`src/rtl/flow_pkg.sv`:
```
// Shared constants and types for the round-robin channel arbiter.
// Imported by the arbiter top and its picker.
package flow_pkg;

    localparam int NCH  = 32;
    localparam int W    = 20;
    localparam int SELW = $clog2(NCH);

    typedef logic [W-1:0]    chan_word_t;
    typedef logic [SELW-1:0] chan_sel_t;

    typedef enum logic {
        OPEN   = 1'b0,
        LOCKED = 1'b1
    } arb_state_t;

endpackage

```
`src/rtl/rr_pick.sv`:
```
// Combinational round-robin picker: first eligible channel after ptr.
// Double-width rotate followed by a lowest-bit priority search.
module rr_pick
    import flow_pkg::*;
(
    input  logic [NCH-1:0] req,
    input  logic [NCH-1:0] mask,
    input  chan_sel_t      ptr,
    output logic           found,
    output logic [NCH-1:0] onehot,
    output chan_sel_t      idx
);

    logic [2*NCH-1:0] dbl;
    logic [NCH-1:0]   rot;
    logic [SELW:0]    start;

    // start can reach NCH, which selects the upper copy unrotated
    always_comb begin
        start = {1'b0, ptr} + (SELW+1)'(1);
        dbl   = {req & mask, req & mask};
        rot   = '0;
        for (int i = 0; i < NCH; i++) begin
            rot[i] = dbl[start + (SELW+1)'(i)];
        end
    end

    // descending scan leaves the lowest rotated hit in idx
    always_comb begin
        found = 1'b0;
        idx   = '0;
        for (int i = NCH - 1; i >= 0; i--) begin
            if (rot[i]) begin
                found = 1'b1;
                idx   = SELW'(start + (SELW+1)'(i));
            end
        end
        onehot = found ? (NCH'(1) << idx) : '0;
    end

endmodule

```
`src/rtl/rr_channel_arbiter.sv`:
```
// 32-channel round-robin arbiter with burst lock and a registered
// output slot on a valid/ready handshake.
module rr_channel_arbiter
    import flow_pkg::*;
(
    input  logic                  clk,
    input  logic                  rst,
    input  logic [NCH-1:0]        req_valid,
    input  logic [NCH-1:0][W-1:0] req_data,
    input  logic [NCH-1:0]        req_lock,
    output logic [NCH-1:0]        req_ready,
    output logic                  out_valid,
    output logic [W-1:0]          out_data,
    output logic [SELW-1:0]       out_sel,
    output logic [NCH-1:0]        grant_onehot,
    input  logic                  out_ready
);

    arb_state_t     state_q, state_d;
    chan_sel_t      lock_ch_q, lock_ch_d;
    chan_sel_t      ptr_q, ptr_d;
    logic           valid_q, valid_d;
    chan_word_t     data_q, data_d;
    chan_sel_t      sel_q, sel_d;
    logic [NCH-1:0] grant_q, grant_d;

    logic           load_en;
    logic           accept;
    logic [NCH-1:0] mask;
    logic           pick_found;
    logic [NCH-1:0] pick_onehot;
    chan_sel_t      pick_idx;

    rr_pick u_pick (
        .req    (req_valid),
        .mask   (mask),
        .ptr    (ptr_q),
        .found  (pick_found),
        .onehot (pick_onehot),
        .idx    (pick_idx)
    );

    assign load_en = !valid_q || out_ready;
    assign accept  = load_en && pick_found && !rst;

    // state register
    always_ff @(posedge clk) begin
        if (rst) begin
            state_q   <= OPEN;
            lock_ch_q <= '0;
        end else begin
            state_q   <= state_d;
            lock_ch_q <= lock_ch_d;
        end
    end

    // next-state logic: the lock bit rides with each accepted beat
    always_comb begin
        state_d   = state_q;
        lock_ch_d = lock_ch_q;
        if (accept) begin
            if (req_lock[pick_idx]) begin
                state_d   = LOCKED;
                lock_ch_d = pick_idx;
            end else begin
                state_d   = OPEN;
            end
        end
    end

    // output logic: a lock narrows eligibility to the locked channel
    always_comb begin
        mask      = '1;
        req_ready = '0;
        if (state_q == LOCKED) begin
            mask = NCH'(1) << lock_ch_q;
        end
        if (accept) begin
            req_ready = pick_onehot;
        end
    end

    always_comb begin
        ptr_d   = ptr_q;
        valid_d = valid_q;
        data_d  = data_q;
        sel_d   = sel_q;
        grant_d = grant_q;
        if (accept) begin
            ptr_d   = pick_idx;
            valid_d = 1'b1;
            data_d  = req_data[pick_idx];
            sel_d   = pick_idx;
            grant_d = pick_onehot;
        end else if (out_ready) begin
            valid_d = 1'b0;
        end
    end

    // ptr resets to the last channel so channel 0 is searched first
    always_ff @(posedge clk) begin
        if (rst) begin
            ptr_q   <= chan_sel_t'(NCH - 1);
            valid_q <= 1'b0;
            data_q  <= '0;
            sel_q   <= '0;
            grant_q <= '0;
        end else begin
            ptr_q   <= ptr_d;
            valid_q <= valid_d;
            data_q  <= data_d;
            sel_q   <= sel_d;
            grant_q <= grant_d;
        end
    end

    assign out_valid    = valid_q;
    assign out_data     = data_q;
    assign out_sel      = sel_q;
    assign grant_onehot = grant_q;

endmodule

```
`config.mk`:
```
export PLATFORM = sky130hd
export DESIGN_NAME = rr_channel_arbiter
export DESIGN_NICKNAME = d
export VERILOG_FILES = /design/src/rtl/flow_pkg.sv /design/src/rtl/rr_pick.sv /design/src/rtl/rr_channel_arbiter.sv
export SDC_FILE = /design/constraint.sdc
export NUM_CORES = 1
export LEC_CHECK = 0
export BUFFER_PORTS_ARGS = -buffer_cell sky130_fd_sc_hd__buf_2
export CORE_AREA = 10 10 299 301
export CTS_CLUSTER_DIAMETER = 30
export DETAILED_ROUTE_END_ITERATION = 10
export DIE_AREA = 0 0 309 311
export PLACE_DENSITY = 0.5
export SYNTH_ARGS = -nofsm -noshare
export SYNTH_HDL_FRONTEND = slang
export SYNTH_SLANG_ARGS = --single-unit
```
`constraint.sdc`:
```
create_clock -name clk -period 12.1 [get_ports clk]
set_input_delay 1.815 -clock clk [delete_from_list [all_inputs] [get_ports clk]]
set_output_delay 1.815 -clock clk [all_outputs]
set_load 0.01 [all_outputs]
```
Yosys cells after proc, flatten, opt, wreduce, memory -nomap -nowiden
Cells that the tools add are included.
Widths: inputs -> output; s select.
{ "word_totals": {"inputBits": 707, "elab_cells": 220, "n_memories": 0, "latchBits": 0, "register_bits": 69, "mem_bits_ro": 0, "ramBits": 0, "out_inout_bits": 90} }
{ "classes": {"shifts": 2, "div_mod_pow": 0, "eq_ne": 0, "mul": 0, "muxes": 138, "order_cmp": 33, "n_addsub": 32, "bitwise_logic": 1, "n_reduce_logical": 7} }
{ "ops": {"columns": ["operator", "n"], "rows": [
  ["$lt 6x7->1 const B", 32],
  ["$bmux 1 s6", 32],
  ["$mux 5", 32],
  ["$bmux 20 s5", 1],
  ["$add 6x5->6 const B", 16],
  ["$mux 32", 3],
  ["$mux 1", 68],
  ["$shl 1x5->32 const A", 2],
  ["$add 6x4->6 const B", 8],
  ["$and 32x32->32", 1],
  ["$add 6x3->6 const B", 4],
  ["$mux 20", 1],
  ["$add 6x2->6 const B", 2],
  ["$add 5x1->6 const B", 1],
  ["$add 6x1->6 const B", 1],
  ["$lt 5x6->1 const B", 1],
  ["$bmux 1 s5", 1],
  ["$logic_and 1x1->1", 2],
  ["$logic_not 1->1", 2],
  ["$reduce_and 2->1", 1],
  ["$reduce_bool 2->1", 1],
  ["$logic_or 1x1->1", 1]
]} }

Depth between registers and ports, before layout
Gate-level depths: netlist of run 1.
{ "logic_depth": {"word_depth": 40, "mapped_depth": 34, "depth_no_buf": 20} }

Hierarchy
A second synthesis of run 1 with hierarchy kept.
{ "unflattened": {"cells_unflattened": 1641, "hier_area_um2": 14756.7} }
{ "by_module_without_submodules": {"columns": ["mod", "seq_area_each_um2", "n_inst", "cells_each", "area_per_inst_um2"], "rows": [
  ["rr_channel_arbiter", 1381.3, 1, 755, 8277.9],
  ["rr_pick", 0.0, 1, 886, 6478.7]
]} }

Worst setup path after synthesis of run 1
No wires, ideal clock.
{ "synth_path": {"kind": "register to output", "start": "register ptr_q[0]", "end": "output port req_ready[4]", "stages_incl_launch_ff": 30, "t_required_ns": 10.285, "path_slack_ns": 2.427, "arrival_time_ns": 7.858, "n_path_buf": 13, "cell_sequence": "dfxtp_1 > buf_6 > buf_8 > buf_4 > clkinv_1 > clkbuf_1 > ha_1 > clkbuf_1 > inv_2 > buf_1 > buf_1 > clkbuf_1 > clkbuf_1 > ha_1 > or2_2 > a31oi_1 > xnor2_1 > mux4_2 > mux2i_1 > nor2b_1 > nor4_1 > nor4_1 > o41ai_1 > nor2_2 > buf_4 > buf_2 > buf_2 > buf_2 > nand2_1 > nor3_1"} }
{ "synth_via": {"elab_chain_cells": 39, "word_cells_on_any_way": 165, "cone_classes": "32 x add/sub; 1 x shift; 130 x mux; 2 x reduce/logical"} }
{ "synth_lines": {"columns": ["element", "line_no", "text"], "rows": [
  ["start, declared", "rr_channel_arbiter.sv:21", "chan_sel_t ptr_q, ptr_d;"],
  ["start signal, assigned", "rr_channel_arbiter.sv:103", "ptr_q <= chan_sel_t'(NCH - 1);"],
  ["start signal, assigned", "rr_channel_arbiter.sv:109", "ptr_q <= ptr_d;"],
  ["$add 5x1->6 (*)", "rr_pick.sv:20", "start = {1'b0, ptr} + (SELW+1)'(1);"],
  ["$add 6x5->6", "rr_pick.sv:24", "rot[i] = dbl[start + (SELW+1)'(i)];"],
  ["$bmux 1 s6", "rr_pick.sv:24", null],
  ["$mux 1 (not written as such)", "rr_pick.sv:24", null],
  ["$mux 5 or $mux 1 (tied branches) (32 in series)", "rr_pick.sv:33", "if (rot[i]) begin"],
  ["$shl 1x5->32 or $logic_and 1x1->1 (tied branches)", "rr_pick.sv:38, rr_channel_arbiter.sv:44", null],
  ["$mux 32 or $logic_and 1x1->1 (tied branches)", "rr_pick.sv:38, rr_channel_arbiter.sv:44", null],
  ["$mux 32 (*)", "rr_channel_arbiter.sv:78", "if (accept) begin"],
  ["end, declared", "rr_channel_arbiter.sv:11", "output logic [NCH-1:0] req_ready,"]
]} }
Mark *: on every way between the ends. The rest lies on a longest branch, timed or not. The select of a mux whose other input is x is not followed.

Worst setup path in the final report of run 1
{ "layout_path": {"start": "register ptr_q[0]", "end": "output port req_ready[7]"} }
The elaborated chain is that of the path after synthesis.

==> results of run 1 <==
## metal layers
layer  wire, µm  track usage, %  up-vias
li1           -               -    10098
met1      54490           33.87    11115
met2      65120           44.72     1560
met3      16660           10.16      292
met4       5814           10.82       30
met5        187               0        -
## cell usage after synthesis (14+ instances only)
master    count
mux2i_1     344
nand2_1     296
nor2_1      171
o21ai_0     122
clkbuf_1    100
nand3_1      89
dfxtp_1      69
a21oi_1      67
o22ai_1      65
buf_2        62
mux2_2       40
nor3_1       36
o221ai_1     36
a21o_1       33
a31oi_1      33
inv_1        30
a22oi_1      29
nor4_1       28
mux4_2       27
xnor2_1      25
a211oi_1     24
o211ai_1     24
or2_2        24
and3_1       23
a221oi_1     21
a311oi_1     18
o32ai_1      17
nand4_1      16
a32oi_1      15
o21a_1       15
buf_1        14
ha_1         14
nand2b_1     14
## through the flow
stage / std cells / setup WS, ns / area [µm²] / hold slack [ns]
3_3_place_gp: 3988 / 2.671 / 21410 / 0.4319
4_1_cts: 4004 / 2.256 / 21740 / 0.4509
3_5_place_dp: 3988 / 2.709 / 21410 / 0.4395
6_report: 4038 / 2.037 / 21830 / 0.4477
2_1_floorplan: 2234 / 2.427 / 16270 / 0.4666
5_1_grt: 4014 / 1.724 / 21770 / 0.4638
## sequential cells by signal (all words and copies together), names as in the netlist
name and cells:
out_sel 5, ptr_q 5, grant_onehot 32, out_data 20, out_valid 1, state_q 1
lock_ch_q 5
## cell type report
| type | count | area, µm² | area share (%) |
|---|---|---|---|
| multi-input combinational | 1943 | 14050 | 64.39 |
| antenna | 34 | 85.08 | 0.3898 |
| tap | 1080 | 1351 | 6.191 |
| sequential | 69 | 1384 | 6.340 |
| inverter | 33 | 123.9 | 0.5675 |
| clock inverter | 7 | 103.9 | 0.4758 |
| clock buffer | 9 | 225.2 | 1.032 |
| timing repair buffer | 863 | 4499 | 20.61 |
## how the worst max path moves through the flow
stage                        start      endpoint  slack (ns)  depth (start not counted)
after CTS                 ptr_q[0]  req_ready[6]        2.26                         18
after global routing      ptr_q[0]  req_ready[6]        1.72                         18
final                     ptr_q[0]  req_ready[7]        2.04                         18
after floorplan           ptr_q[0]  req_ready[4]        2.43                         29
after global placement    ptr_q[0]  req_ready[6]        2.67                         18
after detailed placement  ptr_q[0]  req_ready[6]        2.71                         18
## cells by family after synthesis
group	count (synthesis)
flip-flops	69
adder cells (fa/ha/maj)	14
buffers and inverters	222
multiplexers	420
XOR/XNOR	34
AND/OR/NAND/NOR	782
AO/OA/AOI/OAI	693
## worst register-to-register path, cell delays in order, from the launching register on
cell and delay, ns:
dfxtp_2 0.36, buf_4 0.61, nand3_1 0.43, xnor2_2 0.72, inv_1 0.63, ha_1 0.45
a21oi_1 0.17, xnor2_1 0.14, buf_4 0.24, mux4_2 0.33, a22oi_1 0.73, nor2b_1 0.43
o211ai_1 0.17, nor4_1 0.65, o41ai_2 0.26, nor2_4 0.13, buf_4 0.39, buf_4 0.69
mux2_2 0.46, o22ai_1 0.18, o21ai_1 0.12, a32oi_2 0.70, mux2_2 0.41
==> impl_metrics.env, run 1 <==
export IMPL_status="completed"
export IMPL_regToRegSetupSlack_ns=2.61
export IMPL_clkSinkCount=69
export IMPL_synthMuxAreaShare_pct=28.41
export IMPL_grt_first_pass_wirelength_mm=189.6
export IMPL_path_delay_family="simple AND/OR/NAND/NOR gates"
export IMPL_worstPathRequired_ns=10.28
export IMPL_cts_buffers=9
export IMPL_cts_max_level=3
export IMPL_drive_gt1_share_pct=35.19
export IMPL_fin_tns_setup_ns=0
export IMPL_synth_top_area_share_pct=21.17
export IMPL_vias_per_cell=5.719
export IMPL_die_width_um=309
export IMPL_synth_xor_area_share_pct=2.192
export IMPL_syn_area_per_cell_um2=7.282
export IMPL_synth_fa_ha_area_share_pct=1.077
export IMPL_ys_seq_area_share_pct=8.491
export IMPL_grt_start_max_net_pins=89
export IMPL_min_path_cells=2
export IMPL_die_area_um2=96100
export IMPL_final_common_cell="buf_2"
export IMPL_critPathKind="flip-flop to output pin"
export IMPL_critPathSlowestCell="nor4_1"
export IMPL_wl_per_cell_um=35.23
export IMPL_ys_types=103
export IMPL_skew_ns=0.01833
export IMPL_drv_cap=0
export IMPL_root_buffer="clkbuf_16"
export IMPL_min_from="state_q"
export IMPL_dpl_hpwl_mm=119.9
export IMPL_vias=23095
export IMPL_start_util_pct=19.53
export IMPL_cp_cell_sequence="clkinv_1 > ha_2 > buf_4 > buf_4 > xor2_2 > buf_4 > o21ai_0 > o22ai_1 > mux2i_1 > mux4_2 > nor4_1 > nand2_1 > a2111o_1 > a31o_2 > nand2_4 > nand2_1 > nor3_1 > buf_2"
export IMPL_fillers=9384
export IMPL_core_area_um2=83290
export IMPL_ctsResizeCount=0
export IMPL_min_period_ns=10.06
export IMPL_crit_buf_inv=5
export IMPL_clk_pin_slew_ns=0.08
export IMPL_cts_path_max_buffers=2
export IMPL_worstMarginPinSlew_ns=1.253
export IMPL_r2r_end="lock_ch_q[3]"
export IMPL_cts_tree="yes"
export IMPL_reg2reg_from="ptr_q[0]"
export IMPL_final_util_pct=26.21
export IMPL_routed_wl_mm=142.3
export IMPL_ys_warn_count=0
export IMPL_synth_largest_area_cell="mux2i_1"
export IMPL_fp_row_count=106
export IMPL_clkLatencyLatePin_ns=0.39
export IMPL_slowest_delay_ns=0.83
export IMPL_detail_route_antenna_nets=0
export IMPL_track_usage_pct=28.05
export IMPL_gp_congestion=1.112
export IMPL_cp_arrival_ns=8.25
export IMPL_final_hold_viol_count=0
export IMPL_synth_area_um2=16270
export IMPL_synthSimpleGateAreaFrac_pct=22.91
export IMPL_synth_cells=2234
export IMPL_relSlewSlack_pct=16.30
export IMPL_cp_end_kind="output pin"
export IMPL_cts_setup_buffers=0
export IMPL_antenna_found_initial=88
export IMPL_synth_compound_area_share_pct=30.90
export IMPL_synthTopCellsByArea="mux2i_1 (21%), dfxtp_1 (8.5%), nand2_1 (6.8%)"
export IMPL_syn_nets=2955
export IMPL_grt_pass1_vias=22182
export IMPL_crit_top_cell="buf_4"
export IMPL_cp_max_fo=28
export IMPL_synth_top_family_by_area="compound AO/OA/AOI/OAI gates"
export IMPL_slew_violations=0
export IMPL_post_route_period_util_pct=83.17
export IMPL_whs_endpoint="state_q"
export IMPL_io_pins=797
export IMPL_hp_class="flip-flop to flip-flop"
export IMPL_holdBufCountCts=0
export IMPL_drtPass1Iterations=6
export IMPL_ys_async_sr_fraction_pct=0
export IMPL_synth_edf_count=0
export IMPL_fmax_ghz=0.09937
export IMPL_setup_viol=0
export IMPL_startpoint_type="flip-flop"
export IMPL_final_cell_mix="buf_2 (796), mux2i_1 (344), nand2_1 (296)"
export IMPL_drt_iter0_drc=2753
export IMPL_synth_seq_cells=69
export IMPL_area_growth_pct=34.17
export IMPL_nets=3640
export IMPL_overflow=0
export IMPL_synth_ff_type="dfxtp_1"
export IMPL_route_detailed_drc=0
export IMPL_rsz0062_at_grt="false"
export IMPL_reg2regPathDepth=22
export IMPL_numPortBuffers=796
export IMPL_die_h_um=311
Power of run 1 is left out: the tool's default activity adds up to more than one toggle a clock period on the data nets, which glitch-free logic cannot reach.
==> run 2: changes to the inputs <==
--- a/config.mk
+++ b/config.mk
@@ -5,12 +5,13 @@
 export SDC_FILE = /design/constraint.sdc
 export NUM_CORES = 1
 export LEC_CHECK = 0
+export ABC_AREA = 1
 export BUFFER_PORTS_ARGS = -buffer_cell sky130_fd_sc_hd__buf_2
-export CORE_AREA = 10 10 299 301
+export CORE_AREA = 10 10 301 303
 export CTS_CLUSTER_DIAMETER = 30
 export DETAILED_ROUTE_END_ITERATION = 10
-export DIE_AREA = 0 0 309 311
-export PLACE_DENSITY = 0.5
+export DIE_AREA = 0 0 311 313
+export PLACE_DENSITY = 0.48
 export SYNTH_ARGS = -nofsm -noshare
 export SYNTH_HDL_FRONTEND = slang
 export SYNTH_SLANG_ARGS = --single-unit
==> constraint.sdc (replaced) <==
create_clock -name clk -period 8.2 [get_ports clk]
set_input_delay 1.23 -clock clk [delete_from_list [all_inputs] [get_ports clk]]
set_output_delay 1.23 -clock clk [all_outputs]
set_load 0.01 [all_outputs]
==> run 2 against run 1 <==
- die area rose by 1.3%
- via count fell by 2.6%
- clock-buffer cell count is the same
- sequential cell count did not move
- wire length decreased by 25%
- worst setup slack worse by 1.3 ns
- register-to-register slack worse by 1.4 ns
- sequential share of layout area up 0.66 points
- cell area down 9.6%
- non-clock buffer count shrank 15
- cell count up 21%
- critical path type unchanged
- critical endpoint is now req_ready[17]
- highest routed layer unchanged
==> impl_metrics.env, run 2 <==
export IMPL_status="completed"
export IMPL_syn_area_per_cell_um2=4.698
export IMPL_dpl_hpwl_mm=88.79
export IMPL_area_growth_pct=36.27
export IMPL_wl_per_cell_um=21.86
export IMPL_ys_async_sr_fraction_pct=0
export IMPL_clkLatencyLatePin_ns=0.39
export IMPL_antenna_found_initial=29
export IMPL_die_width_um=311
export IMPL_worstMarginPinSlew_ns=1.039
export IMPL_synth_seq_cells=69
export IMPL_ys_types=40
export IMPL_hp_class="flip-flop to flip-flop"
export IMPL_io_pins=797
export IMPL_synth_ff_type="dfxtp_1"
export IMPL_cp_startpoint="ptr_q[1]"
export IMPL_fmax_ghz=0.1342
export IMPL_startpoint_type="flip-flop"
export IMPL_synth_edf_count=0
export IMPL_grt_start_max_net_pins=168
export IMPL_synth_xor_area_share_pct=1.771
export IMPL_synth_most_common_cell="nand2_1"
export IMPL_final_common_cell="nand2_1"
export IMPL_final_hold_viol_count=0
export IMPL_cp_arrival_ns=6.22
export IMPL_routed_wl_mm=107.3
export IMPL_cp_max_fo=19
export IMPL_rsz0062_at_grt="false"
export IMPL_ys_seq_area_share_pct=9.536
export IMPL_synth_largest_area_cell="nand2_1"
export IMPL_ys_top_cells_by_count="nand2_1 (1783), nand3_1 (491), a21oi_1 (129)"
export IMPL_syn_nets=3804
export IMPL_cts_tree="yes"
export IMPL_start_util_pct=17.12
export IMPL_clkSinkCount=69
export IMPL_synth_top_area_share_pct=46.20
export IMPL_track_usage_pct=20.77
export IMPL_detail_route_antenna_nets=0
export IMPL_final_cell_mix="nand2_1 (1782), buf_2 (796), nand3_1 (491)"
export IMPL_synth_cells=3083
export IMPL_ys_warn_count=0
export IMPL_path_delay_family="simple AND/OR/NAND/NOR gates"
export IMPL_synth_compound_area_share_pct=7.221
export IMPL_die_h_um=313
export IMPL_overflow=0
export IMPL_grt_first_pass_wirelength_mm=151.8
export IMPL_cts_setup_buffers=0
export IMPL_slowest_delay_ns=0.45
export IMPL_vias_per_cell=4.585
export IMPL_core_area_um2=84610
export IMPL_route_detailed_drc=0
export IMPL_die_area_um2=97340
export IMPL_synth_area_um2=14490
export IMPL_cts_path_max_buffers=2
export IMPL_cts_max_level=3
export IMPL_stdcell_count=4906
export IMPL_critPathSlowestCell="dfxtp_1"
export IMPL_drv_cap=0
export IMPL_skew_ns=0.02189
export IMPL_clk_pin_slew_ns=0.07
export IMPL_ctsResizeCount=0
export IMPL_synth_top_family_by_area="simple AND/OR/NAND/NOR gates"
export IMPL_synthSimpleGateAreaFrac_pct=69.72
export IMPL_min_from="grant_onehot[17]"
export IMPL_drtPass1Iterations=5
export IMPL_relSlewSlack_pct=30.66
export IMPL_drt_iter0_drc=2421
export IMPL_crit_top_cell="nand2_1"
export IMPL_post_route_period_util_pct=90.86
export IMPL_synth_fa_ha_area_share_pct=1.209
export IMPL_fin_tns_setup_ns=0
export IMPL_nets=4465
export IMPL_vias=22495
export IMPL_largest_reg_flops=32
export IMPL_cp_end_kind="output pin"
export IMPL_fillers=10298
export IMPL_synthTopCellsByArea="nand2_1 (46%), nand3_1 (17%), dfxtp_1 (9.5%)"
export IMPL_drive_gt1_share_pct=24.81
export IMPL_min_period_ns=7.451
export IMPL_root_buffer="clkbuf_16"
export IMPL_reg2reg_from="ptr_q[1]"
export IMPL_slew_violations=0
export IMPL_critPathKind="flip-flop to output pin"
export IMPL_synthMuxAreaShare_pct=0
export IMPL_worstPathRequired_ns=6.97
export IMPL_setup_viol=0
export IMPL_numPortBuffers=796
export IMPL_gp_congestion=0.9676
export IMPL_crit_buf_inv=7
export IMPL_holdBufCountCts=0
export IMPL_grt_pass1_vias=21763
export IMPL_dpl_cell_count=4877
export IMPL_fp_row_count=107
export IMPL_cts_buffers=9
## run 2: changes by cell type after synthesis, sizes merged, moves of 67 or more
| cell | delta |
|---|---|
| inv | +100 |
| o21ai | -67 |
| mux2i | -345 |
| nand2 | +1494 |
| o22ai | -69 |
| nor2 | -97 |
| nand3 | +406 |
## run 2: routing by layer
metal  vias up  GRT usage [%]  routed length [µm]
met1     10220          26.26               45320
met2      1026          35.76               51110
met5         -              0                  57
met4         8          4.132                1978
li1      11145              -                   -
met3        96          4.699                8801
## run 2: logic make-up after synthesis
family / count (synthesis)
flip-flops: 69
adder cells (fa/ha/maj): 14
AND/OR/NAND/NOR: 2441
XOR/XNOR: 22
AO/OA/AOI/OAI: 204
buffers and inverters: 333
## run 2: worst paths after layout
path | end | slack, ns | cells past startpoint
max | req_ready[17] | 0.75 | 43
min | grant_onehot[17] | 0.46 | 2
max reg2reg | out_data[7] | 1.24 | 50
min reg2reg | grant_onehot[17] | 0.46 | 2
## run 2: stage by stage
stage / cell area, µm² / util (%) / setup WS, ns / hold slack [ns]
after floorplan: 14490 / - / 1.040 / 0.4566
after global placement: 19400 / 22.93 / 1.126 / 0.4347
after detailed placement: 19400 / 22.93 / 1.205 / 0.4409
after CTS: 19710 / 23.29 / 0.7580 / 0.4558
after global routing: 19730 / 23.32 / 0.03275 / 0.4770
final: 19740 / 23.33 / 0.7495 / 0.4553
## run 2: cell type report
class	instances	area (µm²)	area share [%]
multi-input combinational	2681	11630	58.94
antenna	13	32.53	0.1648
clock buffer	9	225.2	1.141
sequential	69	1381	6.998
timing repair buffer	848	4424	22.41
inverter	135	526.8	2.669
clock inverter	7	82.58	0.4184
tap	1144	1431	7.252
## run 2: worst min-delay path, cell delays in order, from the launching register on
cell	delay, ns
dfxtp_1	0.31
nand2_1	0.05
o21ai_1	0.05
Power of run 2 is left out for the same reason.
